===== src/rtl/pipelined_adder_pkg.sv =====
// pipelined_adder_pkg: shared sizing helper and per-stage control record for pipelined_adder.
package pipelined_adder_pkg;
  function automatic int chunk_w(input int width, input int stages);
    return width / stages;
  endfunction
  typedef struct packed {
    logic valid;
    logic carry;
  } stage_ctl_t;
endpackage


===== src/rtl/full_adder.sv =====
// full_adder: single-bit full adder cell.
module full_adder (
  input  logic a,
  input  logic b,
  input  logic cin,
  output logic sum,
  output logic cout
);
  assign sum  = a ^ b ^ cin;
  assign cout = (a & b) | (cin & (a ^ b));
endmodule


===== src/rtl/pipelined_adder_chunk_adder.sv =====
// chunk_adder: combinational CW-bit ripple chain of full_adder cells; cmsb is the carry into the top bit.
module chunk_adder #(
  parameter int CW = 4
) (
  input  logic [CW-1:0] a,
  input  logic [CW-1:0] b,
  input  logic          cin,
  output logic [CW-1:0] sum,
  output logic          carryout,
  output logic          cmsb
);
  logic [CW:0] c;
  assign c[0] = cin;
  for (genvar i = 0; i < CW; i++) begin : g_bit
    full_adder u_fa (.a(a[i]), .b(b[i]), .cin(c[i]), .sum(sum[i]), .cout(c[i+1]));
  end
  assign carryout = c[CW];
  assign cmsb     = c[CW-1];
endmodule


===== src/rtl/pipelined_adder.sv =====
// pipelined_adder: a+b+cin over WIDTH bits in STAGES ripple chunks with valid/ready on both sides.
// Define PIPE_ADDER_OVF_EN to add the registered signed-overflow output ovf.
module pipelined_adder
  import pipelined_adder_pkg::*;
#(
  parameter int WIDTH  = 16,
  parameter int STAGES = 4
) (
  input  logic             clk,
  input  logic             rst_n,
  input  logic             in_valid,
  output logic             in_ready,
  input  logic [WIDTH-1:0] a,
  input  logic [WIDTH-1:0] b,
  input  logic             cin,
  output logic             out_valid,
  input  logic             out_ready,
  output logic [WIDTH-1:0] sum,
  output logic             carryout
`ifdef PIPE_ADDER_OVF_EN
  ,
  output logic             ovf
`endif
);
  localparam int CW = chunk_w(WIDTH, STAGES);
  // Index k of each chain is the input of stage k; index STAGES is the output side.
  logic [STAGES:0] v_c, co_c, rdy;
  logic [WIDTH-1:0] s_c [STAGES+1];
  logic [WIDTH-1:0] a_c [STAGES];
  logic [WIDTH-1:0] b_c [STAGES];
  assign v_c[0]      = in_valid;
  assign co_c[0]     = cin;
  assign s_c[0]      = '0;
  assign a_c[0]      = a;
  assign b_c[0]      = b;
  assign rdy[STAGES] = out_ready;
  assign in_ready    = rdy[0];
  assign out_valid   = v_c[STAGES];
  assign sum         = s_c[STAGES];
  assign carryout    = co_c[STAGES];
  for (genvar k = 0; k < STAGES; k++) begin : g_stage
    stage_ctl_t       ctl_q;
    logic [WIDTH-1:0] sum_q;
    logic [CW-1:0]    cs;
    logic             co;
    logic             load;
    assign load   = v_c[k] & rdy[k];
    assign rdy[k] = !ctl_q.valid | rdy[k+1];
`ifdef PIPE_ADDER_OVF_EN
    if (k == STAGES - 1) begin : g_top
      logic cm, ovf_q;
      chunk_adder #(.CW(CW)) u_add (
        .a(a_c[k][CW-1:0]), .b(b_c[k][CW-1:0]), .cin(co_c[k]),
        .sum(cs), .carryout(co), .cmsb(cm)
      );
      always_ff @(posedge clk or negedge rst_n)
        if (!rst_n) ovf_q <= 1'b0;
        else if (load) ovf_q <= cm ^ co;
      assign ovf = ovf_q;
    end else begin : g_mid
      chunk_adder #(.CW(CW)) u_add (
        .a(a_c[k][CW-1:0]), .b(b_c[k][CW-1:0]), .cin(co_c[k]),
        .sum(cs), .carryout(co), .cmsb()
      );
    end
`else
    chunk_adder #(.CW(CW)) u_add (
      .a(a_c[k][CW-1:0]), .b(b_c[k][CW-1:0]), .cin(co_c[k]),
      .sum(cs), .carryout(co), .cmsb()
    );
`endif
    // New chunk enters at the top and earlier chunks shift down, so chunk 0 lands at bit 0 on exit.
    always_ff @(posedge clk or negedge rst_n)
      if (!rst_n) begin
        ctl_q <= '0;
        sum_q <= '0;
      end else begin
        if (rdy[k]) ctl_q.valid <= v_c[k];
        if (load) begin
          ctl_q.carry <= co;
          sum_q       <= WIDTH'({cs, s_c[k]} >> CW);
        end
      end
    assign v_c[k+1]  = ctl_q.valid;
    assign co_c[k+1] = ctl_q.carry;
    assign s_c[k+1]  = sum_q;
    if (k < STAGES - 1) begin : g_ops
      logic [WIDTH-1:0] a_q, b_q;
      always_ff @(posedge clk or negedge rst_n)
        if (!rst_n) begin
          a_q <= '0;
          b_q <= '0;
        end else if (load) begin
          a_q <= a_c[k] >> CW;
          b_q <= b_c[k] >> CW;
        end
      assign a_c[k+1] = a_q;
      assign b_c[k+1] = b_q;
    end
  end
endmodule


===== config.mk =====
export PLATFORM = sky130hd
export DESIGN_NAME = pipelined_adder
export DESIGN_NICKNAME = d
export VERILOG_FILES = /design/src/rtl/pipelined_adder_pkg.sv /design/src/rtl/full_adder.sv /design/src/rtl/pipelined_adder_chunk_adder.sv /design/src/rtl/pipelined_adder.sv
export SDC_FILE = /design/constraint.sdc
export NUM_CORES = 1
export LEC_CHECK = 0
export CAP_MARGIN = 0
export CORE_UTILIZATION = 47
export DETAILED_ROUTE_END_ITERATION = 10
export GPL_ROUTABILITY_DRIVEN = 0
export PLACE_DENSITY = 0.7
export RECOVER_POWER = 100
export SYNTH_ARGS = -nofsm -noshare
export SYNTH_HDL_FRONTEND = slang
export SYNTH_SLANG_ARGS = --single-unit

===== constraint.sdc =====
create_clock -name clk -period 3.25 [get_ports clk]
set_input_delay 0.8125 -clock clk [delete_from_list [all_inputs] [get_ports clk]]
set_output_delay 0.8125 -clock clk [all_outputs]
set_load 0.02 [all_outputs]

==> results.json <==
{
  "grt_max_degree": 50,
  "initial_utilization_pct": 48.7,
  "cp_common_cell": "clkdlybuf4s50_1",
  "holdBufCountCts": 0,
  "synth_most_common_cell": "dfrtp_1",
  "viasPerCell": 4.89,
  "synth_common_cells": "dfrtp_1, mux2_2, inv_1",
  "htree_levels": 3,
  "synth.area.top_cells": "dfrtp_1, mux2_2, fa_1",
  "clkLatencyLatePin_ps": 350,
  "worstSetupEndpointType": "output port",
  "drc": 0,
  "die_h_um": 94.3,
  "root_buffer": "clkbuf_8",
  "drv_cap": 0,
  "clock_path_buffers": 2,
  "cp-start-kind": "input pin",
  "period_minus_slack_ps": 3160,
  "pwr_density_cell_mw_per_mm2": 785,
  "crit_path_cell_trace": "clkdlybuf4s50_1 > and4b_1 > nand2_1 > clkdlybuf4s50_1",
  "synth_area_leader_cell": "dfrtp_1",
  "worstSetupPathType": "input pin to output port",
  "tightest_slew_ps": 1290,
  "critPathMaxStageDelay_ps": 620,
  "synth.mux.area_fraction_pct": 24.2,
  "nets": 381,
  "finClkSkew_ps": 8.27,
  "clock-sinks": 96,
  "power_w": 0.00382,
  "antenna_found_initial": 0,
  "clkTransAtPathRegs_ps": 90,
  "io_pins": 56,
  "postCtsResizedCells": 0,
  "first_pass_iters": 4,
  "yosysSeqAreaShare_pct": 60.0,
  "cts_tree": "done",
  "slew_violations": 0,
  "antenna_cells": 0,
  "run_status": "complete, no violations",
  "via_count": 2142,
  "rows": 33,
  "async_flop_share_pct": 100,
  "wirelength_um": 6160,
  "slew_headroom_pct": 14.0,
  "layout_setup_ws_ps": 92.8,
  "place_ws_ps": 107,
  "synth_cells": 266,
  "die_w_um": 94.3,
  "p_leak_nw": 2.19,
  "dieArea_mm2": 0.00889,
  "synth-simple-area-share_pct": 1.31,
  "cp.arrival_ps": 2340,
  "cts_buffers": 9,
  "ant_nets": 0,
  "fillCellCount": 678,
  "rsz0062_at_grt": "no",
  "cp_max_fo": 6,
  "portBuffers": 55,
  "synth_edf_count": 0,
  "hold_class": "register to register",
  "synth_cell_types": 17,
  "synth_area_per_cell_um2": 15.1,
  "hpwl_um": 4390,
  "grt_overflow": 0,
  "synth.top_cell.area_share_pct": 60.0,
  "finalNonFillerCells": 438,
  "cts_setup_buffers": 0,
  "synth_fa_ha_area_share_pct": 8.00,
  "crit_family": "buffers and inverters",
  "ys_ff_latch": 96,
  "drive_gt1_share_pct": 26.7,
  "ir_drop_uv": 301,
  "coreArea_mm2": 0.00822,
  "hold_violations": 0,
  "netlist_area_mm2": 0.00400,
  "placed_cell_area_mm2": 0.00469,
  "drt_iter0_markers": 74,
  "synth_ff_type": "dfrtp_1",
  "area_growth_pct": 21.5,
  "stdcell_area_mm2": 0.00486,
  "slowest_stage": "clkdlybuf4s50_1",
  "setup_viol": 0,
  "synth_xor_area_share_pct": 0,
  "placed_cells": 422,
  "routedWlPerCell_um": 14.1,
  "fin_setup_tns_ps": 0,
  "synth-warning-count": 0,
  "min_period_over_period_pct": 97.1,
  "grt_pass1_vias": 2167,
  "syn-num-nets": 319,
  "cp_data_required_time_ps": 2440,
  "crit_buf_inv": 2,
  "grt_pass1_wl_um": 10700,
  "timing.fmax_mhz": 317,
  "synth_compound_area_share_pct": 1.69,
  "synth_top_family_by_area": "multiplexers",
  "grtUsageTotal_pct": 16.0
}
-- power breakdown --
part           internal, W  switching [W]  total [W]
clock network     0.000438       0.000402   0.000840
registers          0.00160       0.000218    0.00182
logic             0.000631       0.000527    0.00116
-- sequential cells by signal (all words and copies together) (netlist names) --
name               cells
g_stage.ctl_q          3
sum                   16
g_stage.sum_q         24
g_stage.g_ops.b_q     24
out_valid              1
carryout               1
g_stage.g_ops.a_q     24
co_c                   3
-- worst paths after layout --
check,start,endpoint,slack [ps],cells after the start
setup / recovery,out_ready,in_ready,90,4
hold / removal,g_stage[0].g_ops.b_q[9],g_stage[0].g_ops.b_q[9],500,1
setup reg to reg,g_stage[1].g_ops.a_q[0],g_stage[2].sum_q[15],890,8
hold reg to reg,g_stage[0].g_ops.b_q[9],g_stage[0].g_ops.b_q[9],500,1
max in group asynchronous,rst_n,g_stage[1].g_ops.b_q[4],800,2
min in group asynchronous,rst_n,sum[6],690,1
-- worst register-to-register path, cell delays in order (launching register included) --
cell     delay, ps
dfrtp_1        380
inv_1           80
fa_1           180
inv_1           60
fa_1           470
fa_1           450
inv_1          100
fa_1           420
mux2i_1        150
-- layout make-up --
type                       instances  area, um^2  share of cell area (%)
timing repair buffer              59         563                    11.6
multi-input combinational        125        1410                    28.9
clock buffer                      10         128                    2.62
tap                              105         131                    2.70
clock inverter                     6        93.8                    1.93
inverter                          37         139                    2.86
sequential                        96        2400                    49.4
-- per-layer routing --
layer | part of all wire (%) | vias up | track usage (%)
met3 | 2.8 | 4 | 3.64
met5 | 0 | - | 0
met4 | 0.94 | 0 | 5.38
met2 | 47 | 38 | 23.6
met1 | 50 | 1098 | 23.5
li1 | - | 1002 | -
-- through the flow --
stage          hold WS, ps  utilization [%]
3_5_place_dp           482             57.1
2_1_floorplan          460                -
4_1_cts                477             59.8
6_report               495             59.2
5_1_grt                523             59.2
3_3_place_gp           477             57.1
-- placed cells by master (no fill, tap or decap), types with 2 or more instances in the layout --
| master | n |
|---|---|
| dfrtp_1 | 96 |
| mux2_2 | 71 |
| inv_1 | 37 |
| clkdlybuf4s50_1 | 36 |
| dlygate4sd3_1 | 18 |
| fa_1 | 16 |
| o21ai_0 | 12 |
| mux2i_1 | 9 |
| clkbuf_8 | 9 |
| mux2_1 | 7 |
| nand2_1 | 5 |
| clkinv_4 | 3 |
| clkbuf_1 | 3 |
| clkbuf_2 | 3 |
| nand2b_1 | 2 |
| bufinv_16 | 2 |
-- cell families (layout without fill, tap and decap cells) --
group,after synthesis,in the layout
AOI/OAI and AO/OA,13,13
adders and majority gates,16,16
buffers and inverters,45,112
DFF,96,96
muxes,87,87
and+or+nand+nor,9,9
No activity file was read; power rests on OpenSTA's default activity.
